**src/rtl/frequency_measurement_scheduler_if.sv**
```systemverilog
// Register-file write port between the measurement scheduler and the AXI slave register block.
interface frequency_measurement_scheduler_if;
    logic [1:0]  register_operation;
    logic [7:0]  register_number;
    logic [31:0] register_write;
    logic        register_ready;

    modport master (
        output register_operation,
        output register_number,
        output register_write,
        input  register_ready
    );

    modport slave (
        input  register_operation,
        input  register_number,
        input  register_write,
        output register_ready
    );
endinterface

```
**src/rtl/frequency_measurement_scheduler.sv**
```systemverilog
// Sequences one analyzer measurement: clear, timed enable window, result readout into the
// register file, then a level interrupt until acknowledged.
module frequency_measurement_scheduler #(
    parameter int NUM_RESULTS              = 6,
    parameter int BASE_REGISTER            = 0,
    parameter int CLEAR_CYCLES             = 4,
    parameter int REGISTER_WRITE_OPERATION = 2
) (
    input  logic                                clock,
    input  logic                                reset,
    input  logic                                cmd_start,
    input  logic                                cmd_abort,
    input  logic [31:0]                         cfg_window_cycles,
    input  logic                                cfg_continuous,
    output logic                                analyzer_clear,
    output logic                                analyzer_enable,
    output logic [2:0]                          result_index,
    input  logic [31:0]                         result_data,
    frequency_measurement_scheduler_if.master   reg_if,
    output logic                                irq,
    input  logic                                irq_ack,
    output logic                                busy
);

    localparam int CW = (CLEAR_CYCLES > 1) ? $clog2(CLEAR_CYCLES) : 1;
    localparam logic [2:0] LAST_K = 3'(NUM_RESULTS - 1);

    typedef enum logic [2:0] {
        IDLE,
        CLEAR,
        MEASURE,
        SETTLE,
        SELECT,
        WRITE,
        IRQ
    } state_t;

    state_t        state;
    state_t        state_next;
    logic [CW-1:0] clr_cnt;
    logic [31:0]   win_cnt;
    logic [2:0]    k;

    always_ff @(posedge clock) begin
        if (reset) begin
            state <= IDLE;
        end else begin
            state <= state_next;
        end
    end

    always_comb begin
        state_next = state;
        case (state)
            IDLE:    if (cmd_start && !cmd_abort) state_next = CLEAR;
            CLEAR:   if (clr_cnt == '0) state_next = MEASURE;
            MEASURE: if (win_cnt == 32'd1) state_next = SETTLE;
            SETTLE:  state_next = SELECT;
            SELECT:  state_next = WRITE;
            WRITE:   if (reg_if.register_ready) state_next = (k == LAST_K) ? IRQ : SELECT;
            IRQ:     if (irq_ack) state_next = cfg_continuous ? CLEAR : IDLE;
            default: state_next = IDLE;
        endcase
        // Abort dominates every other event once a sequence is running.
        if (cmd_abort && state != IDLE) state_next = IDLE;
    end

    // Sequencing counters: clear length, window length, result word index.
    always_ff @(posedge clock) begin
        if (reset) begin
            clr_cnt <= '0;
            win_cnt <= '0;
            k       <= '0;
        end else begin
            if (state != CLEAR) clr_cnt <= CW'(CLEAR_CYCLES - 1);
            else                clr_cnt <= clr_cnt - 1'b1;

            if (state == CLEAR && clr_cnt == '0)
                win_cnt <= (cfg_window_cycles == 32'd0) ? 32'd1 : cfg_window_cycles;
            else if (state == MEASURE)
                win_cnt <= win_cnt - 32'd1;

            if (state == SETTLE)
                k <= '0;
            else if (state == WRITE && state_next == SELECT)
                k <= k + 3'd1;
        end
    end

    // Outputs are registered from the next state so they line up with the state they describe.
    always_ff @(posedge clock) begin
        if (reset) begin
            analyzer_clear            <= 1'b0;
            analyzer_enable           <= 1'b0;
            irq                       <= 1'b0;
            result_index              <= '0;
            reg_if.register_operation <= '0;
            reg_if.register_number    <= '0;
            reg_if.register_write     <= '0;
        end else begin
            analyzer_clear            <= (state_next == CLEAR);
            analyzer_enable           <= (state_next == MEASURE);
            irq                       <= (state_next == IRQ);
            reg_if.register_operation <= (state_next == WRITE) ? 2'(REGISTER_WRITE_OPERATION) : 2'd0;
            if (state_next == IDLE) begin
                result_index           <= '0;
                reg_if.register_number <= '0;
                reg_if.register_write  <= '0;
            end else begin
                if (state_next == SELECT)
                    result_index <= (state == WRITE) ? (k + 3'd1) : 3'd0;
                if (state == SELECT) begin
                    reg_if.register_number <= 8'(BASE_REGISTER) + {5'd0, k};
                    reg_if.register_write  <= result_data;
                end
            end
        end
    end

    assign busy = (state != IDLE);

endmodule
```
**src/flat_wrapper.sv**
```systemverilog
// flat-port wrapper written by rule: the top's interface ports become plain ports
module frequency_measurement_scheduler_flat 
#(
    parameter int NUM_RESULTS              = 6,
    parameter int BASE_REGISTER            = 0,
    parameter int CLEAR_CYCLES             = 4,
    parameter int REGISTER_WRITE_OPERATION = 2
)
  (clock, reset, cmd_start, cmd_abort, cfg_window_cycles, cfg_continuous, analyzer_clear, analyzer_enable, result_index, result_data, irq, irq_ack, busy, reg_if_register_operation, reg_if_register_number, reg_if_register_write, reg_if_register_ready);
  frequency_measurement_scheduler_if reg_if_i ();
  input  logic clock;
  input  logic reset;
  input  logic cmd_start;
  input  logic cmd_abort;
  input  logic [31:0] cfg_window_cycles;
  input  logic cfg_continuous;
  output logic analyzer_clear;
  output logic analyzer_enable;
  output logic [2:0] result_index;
  input  logic [31:0] result_data;
  output logic irq;
  input  logic irq_ack;
  output logic busy;
  output wire logic [$bits(reg_if_i.register_operation)-1:0] reg_if_register_operation;
  output wire logic [$bits(reg_if_i.register_number)-1:0] reg_if_register_number;
  output wire logic [$bits(reg_if_i.register_write)-1:0] reg_if_register_write;
  input wire logic [$bits(reg_if_i.register_ready)-1:0] reg_if_register_ready;
  assign reg_if_register_operation = reg_if_i.register_operation;
  assign reg_if_register_number = reg_if_i.register_number;
  assign reg_if_register_write = reg_if_i.register_write;
  assign reg_if_i.register_ready = reg_if_register_ready;
  frequency_measurement_scheduler #(.NUM_RESULTS(NUM_RESULTS), .BASE_REGISTER(BASE_REGISTER), .CLEAR_CYCLES(CLEAR_CYCLES), .REGISTER_WRITE_OPERATION(REGISTER_WRITE_OPERATION)) u_core (.clock(clock), .reset(reset), .cmd_start(cmd_start), .cmd_abort(cmd_abort), .cfg_window_cycles(cfg_window_cycles), .cfg_continuous(cfg_continuous), .analyzer_clear(analyzer_clear), .analyzer_enable(analyzer_enable), .result_index(result_index), .result_data(result_data), .reg_if(reg_if_i), .irq(irq), .irq_ack(irq_ack), .busy(busy));
endmodule
```
**config.mk**
```make
export PLATFORM = sky130hd
export DESIGN_NAME = frequency_measurement_scheduler_flat
export DESIGN_NICKNAME = d
export VERILOG_FILES = /design/src/rtl/frequency_measurement_scheduler_if.sv /design/src/rtl/frequency_measurement_scheduler.sv /design/src/flat_wrapper.sv
export SDC_FILE = /design/constraint.sdc
export NUM_CORES = 1
export LEC_CHECK = 0
export ABC_AREA = 1
export CORE_ASPECT_RATIO = 0.7
export CORE_MARGIN = 2
export CORE_UTILIZATION = 53
export CTS_CLUSTER_SIZE = 14
export DETAILED_ROUTE_END_ITERATION = 10
export PLACE_DENSITY = 0.83
export RECOVER_POWER = 50
export SETUP_SLACK_MARGIN = 0.02
export SLEW_MARGIN = 20
export SYNTH_ARGS = -nofsm -noshare
export SYNTH_HDL_FRONTEND = slang
export SYNTH_SLANG_ARGS = --single-unit
```
**constraint.sdc**
```tcl
create_clock -name clock -period 2.9 [get_ports clock]
set_clock_uncertainty 0.2 [all_clocks]
set_input_delay 0.435 -clock clock [delete_from_list [all_inputs] [get_ports clock]]
set_output_delay 0.435 -clock clock [all_outputs]
set_load 0.005 [all_outputs]
```
==> flow_summary.yaml <==
critical_path:
  path_class: "flip-flop to flip-flop"
  startpoint_type: "flip-flop"
  endpoint_kind: "flip-flop"
  r2r_cells: 9
  cp.required_ps: 2920
  worstPathCellList: "inv_1 -> nor2_1 -> nand2_2 -> inv_1 -> nand2_1 -> clkbuf_2 -> or2_2 -> nand3_1 -> a21oi_1"
  max_stage_delay_ps: 460
  cp_max_fo: 35
  r2r_start: "u_core.state[0]"
  critPathArrivalTime_ps: 2580
  path_common_cell: "inv_1"
  slowest_stage: "dfxtp_1"
  regToRegEndpoint: "u_core.win_cnt[20]"
  r2r_setup_slack_ps: 340
global_routing:
  globalRouteMet1Util_pct: 40.6
  grt_first_pass_wirelength_um: 21600
  grt_busiest_layer: "met2"
  grt_pass1_vias: 4380
  use_met2_pct: 45.9
  overflow: 0
  grt_usage_pct: 29.7
  use_met3_pct: 8.96
  antenna_found_initial: 0
  grt_max_degree: 38
sta:
  drv_slew: 0
  fin_setup_tns_ps: 0
  finalSetupViolCount: 0
  fin_ws_ps: 337
  max_freq_ghz: 0.390
  relSlewSlack_pct: 44.2
  rsz0062_at_grt: "false"
  fin_crit_sh_pct: 88.4
  whs_ps: 295
  hold_violations: 0
  tightest_slew_ps: 830
  finalCriticalPeriod_ps: 2560
floorplan:
  ios: 120
  die_area_um2: 9260
  start_util_pct: 54.0
  dieHeight_um: 81.1
  rows: 28
  core_area_um2: 8340
  die_w_um: 114
cts:
  post-cts-setup-buffers: 0
  numCtsBuffers: 9
  ctsHoldBuffers: 0
  clock_sinks: 82
  path_clk_slew_ps: 60
  clock_path_buffers: 2
  clk_latency_ps: 350
  cts_resized: 0
  cts_root_buf: "clkbuf_16"
  htreeDepth: 3
  cts_tree: "built"
drt:
  drc_errors: 0
  wire_per_inst_um: 16.0
  antenna_left: 0
  drt_pass1_iterations: 7
  drt_iter0_drc: 409
  via_count: 4826
  via_per_inst: 5.58
  routed_wl_um: 13800
final_layout:
  layout_common_cells: "nand2_1 (139), nor2_1 (93), dfxtp_1 (82), clkdlybuf4s50_1 (70), a21oi_1 (64)"
  drive_gt1_share_pct: 5.66
  nets: 831
  num_antenna_cells: 0
  utilization_pct: 72.1
  syn2layout_area_growth_pct: 33.4
  fillCellCount: 668
  layout_commonest_cell: "nand2_1"
pwr:
  p_leak_nw: 2.95
  vdd_drop_max_v: 0.000292
  power_density_nw_per_um2: 558
synthesis:
  synth.cell_area_um2: 4500
  netlist_instances: 649
  yosys_warnings: 0
  yosysUniqueCellTypes: 40
  ys_seq_area_share_pct: 36.5
  ys_ff_latch: 82
  avgSynthCellArea_um2: 6.94
worst_hold_path:
  min_path_cells: 2
  hold_path.class: "flip-flop to flip-flop"
  min-delay-start: "u_core.win_cnt[30]"
  whs_endpoint: "u_core.win_cnt[30]"
place:
  pre_cts_slack_ps: 475
  finalWeightedCongestion: 1.08
  place.detailed.hpwl_um: 10100
  port_buffers: 113
outcome:
  status: "completed"
run:
  drv_cap: 0
layer usage:
layer | share of wire, % | routed length (µm) | up-vias
met5 | 0 | 0 | -
met4 | 1.6 | 224 | 0
met3 | 11 | 1510 | 26
met2 | 44 | 6100 | 253
met1 | 43 | 5990 | 2205
li1 | - | - | 2342
synthesized netlist by cell type:
| master | count | share of area, % |
|---|---|---|
| a211oi_1 | 4 | 0.67 |
| a21oi_1 | 64 | 7.1 |
| a21oi_2 | 1 | 0.19 |
| a31oi_1 | 10 | 1.4 |
| buf_1 | 4 | 0.33 |
| buf_2 | 2 | 0.22 |
| buf_4 | 10 | 1.7 |
| buf_6 | 4 | 1.0 |
| clkbuf_1 | 10 | 0.83 |
| clkbuf_2 | 1 | 0.11 |
| conb_1 | 1 | 0.083 |
| dfxtp_1 | 82 | 36 |
| ha_1 | 5 | 1.4 |
| inv_1 | 59 | 4.9 |
| inv_2 | 2 | 0.17 |
| inv_4 | 1 | 0.14 |
| mux2i_1 | 34 | 7.6 |
| nand2_1 | 139 | 12 |
| nand2_2 | 5 | 0.69 |
| nand3_1 | 43 | 4.8 |
| nand3_4 | 1 | 0.39 |
| nand3b_1 | 1 | 0.17 |
| nand4_1 | 8 | 1.1 |
| nor2_1 | 91 | 7.6 |
| nor2_2 | 2 | 0.28 |
| nor2_4 | 4 | 1.0 |
| nor3_1 | 11 | 1.2 |
| nor4_1 | 5 | 0.69 |
| o2111ai_1 | 1 | 0.19 |
| o211ai_1 | 1 | 0.17 |
| o21ai_0 | 27 | 3.0 |
| o21ai_2 | 1 | 0.19 |
| o21bai_1 | 2 | 0.33 |
| o221a_2 | 1 | 0.25 |
| o221ai_1 | 1 | 0.19 |
| o2bb2ai_1 | 1 | 0.19 |
| o41ai_1 | 1 | 0.19 |
| or2_2 | 4 | 0.56 |
| xnor2_1 | 3 | 0.58 |
| xor2_1 | 2 | 0.39 |
where the power goes:
group          switching [W]  internal (W)  total [W]
sequential         0.0000373       0.00116    0.00120
combinational       0.000561      0.000338   0.000899
clock               0.000495      0.000763    0.00126
layout make-up:
| cell class | instances | area (µm²) | area share [%] |
|---|---|---|---|
| Clock buffer | 9 | 225 | 3.75 |
| Clock inverter | 7 | 101 | 1.69 |
| Inverter | 62 | 235 | 3.92 |
| Multi-Input combinational cell | 479 | 2450 | 40.7 |
| Sequential cell | 82 | 1640 | 27.3 |
| Tap cell | 105 | 131 | 2.19 |
| Timing Repair Buffer | 121 | 1230 | 20.4 |
state kept, by name, indices dropped and copies added, names as in the netlist:
name	flops
u_core.analyzer_clear	1
u_core.reg_if.register_write	32
u_core.reg_if.register_number	3
u_core.irq	1
u_core.win_cnt	32
u_core.reg_if.register_operation	1
u_core.clr_cnt	2
u_core.state	3
u_core.result_index	3
u_core.k	3
u_core.analyzer_enable	1
through the flow:
stage               std cells  total power, W  cell area (µm²)
floorplan                 654         0.00180             4520
global placement          849         0.00207             5690
detailed placement        849         0.00209             5690
CTS                       865         0.00333             6020
global route              865         0.00351             6010
finish                    865         0.00335             6010
critical path, delay by kind of cell, from the launching register on:
kind,cells,cell delay [ps]
AOI/OAI and AO/OA,1,60
buffers and inverters,3,730
DFF,1,460
and+or+nand+nor,5,960
logic make-up after synthesis:
| family | after synthesis | synth area share, % |
|---|---|---|
| compound gates | 115 | 14.1 |
| xor+xnor | 5 | 0.973 |
| fa+ha+maj | 5 | 1.39 |
| buf+inv | 93 | 9.39 |
| flops | 82 | 36.5 |
| mux | 34 | 7.56 |
| other cells | 1 | 0.0833 |
| simple gates | 314 | 30.1 |
how the worst max path moves through the flow:
stage	start	to	slack (ps)	depth (start not counted)
2_1_floorplan	u_core.clr_cnt[0]	u_core.result_index[0]	1130	12
3_3_place_gp	cmd_abort	u_core.result_index[1]	570	13
3_5_place_dp	irq_ack	u_core.result_index[1]	480	11
4_1_cts	u_core.state[2]	u_core.result_index[1]	490	11
5_1_grt	u_core.state[0]	u_core.win_cnt[18]	220	9
6_report	u_core.state[0]	u_core.win_cnt[20]	340	9
Power figures use the tool's default switching activity.
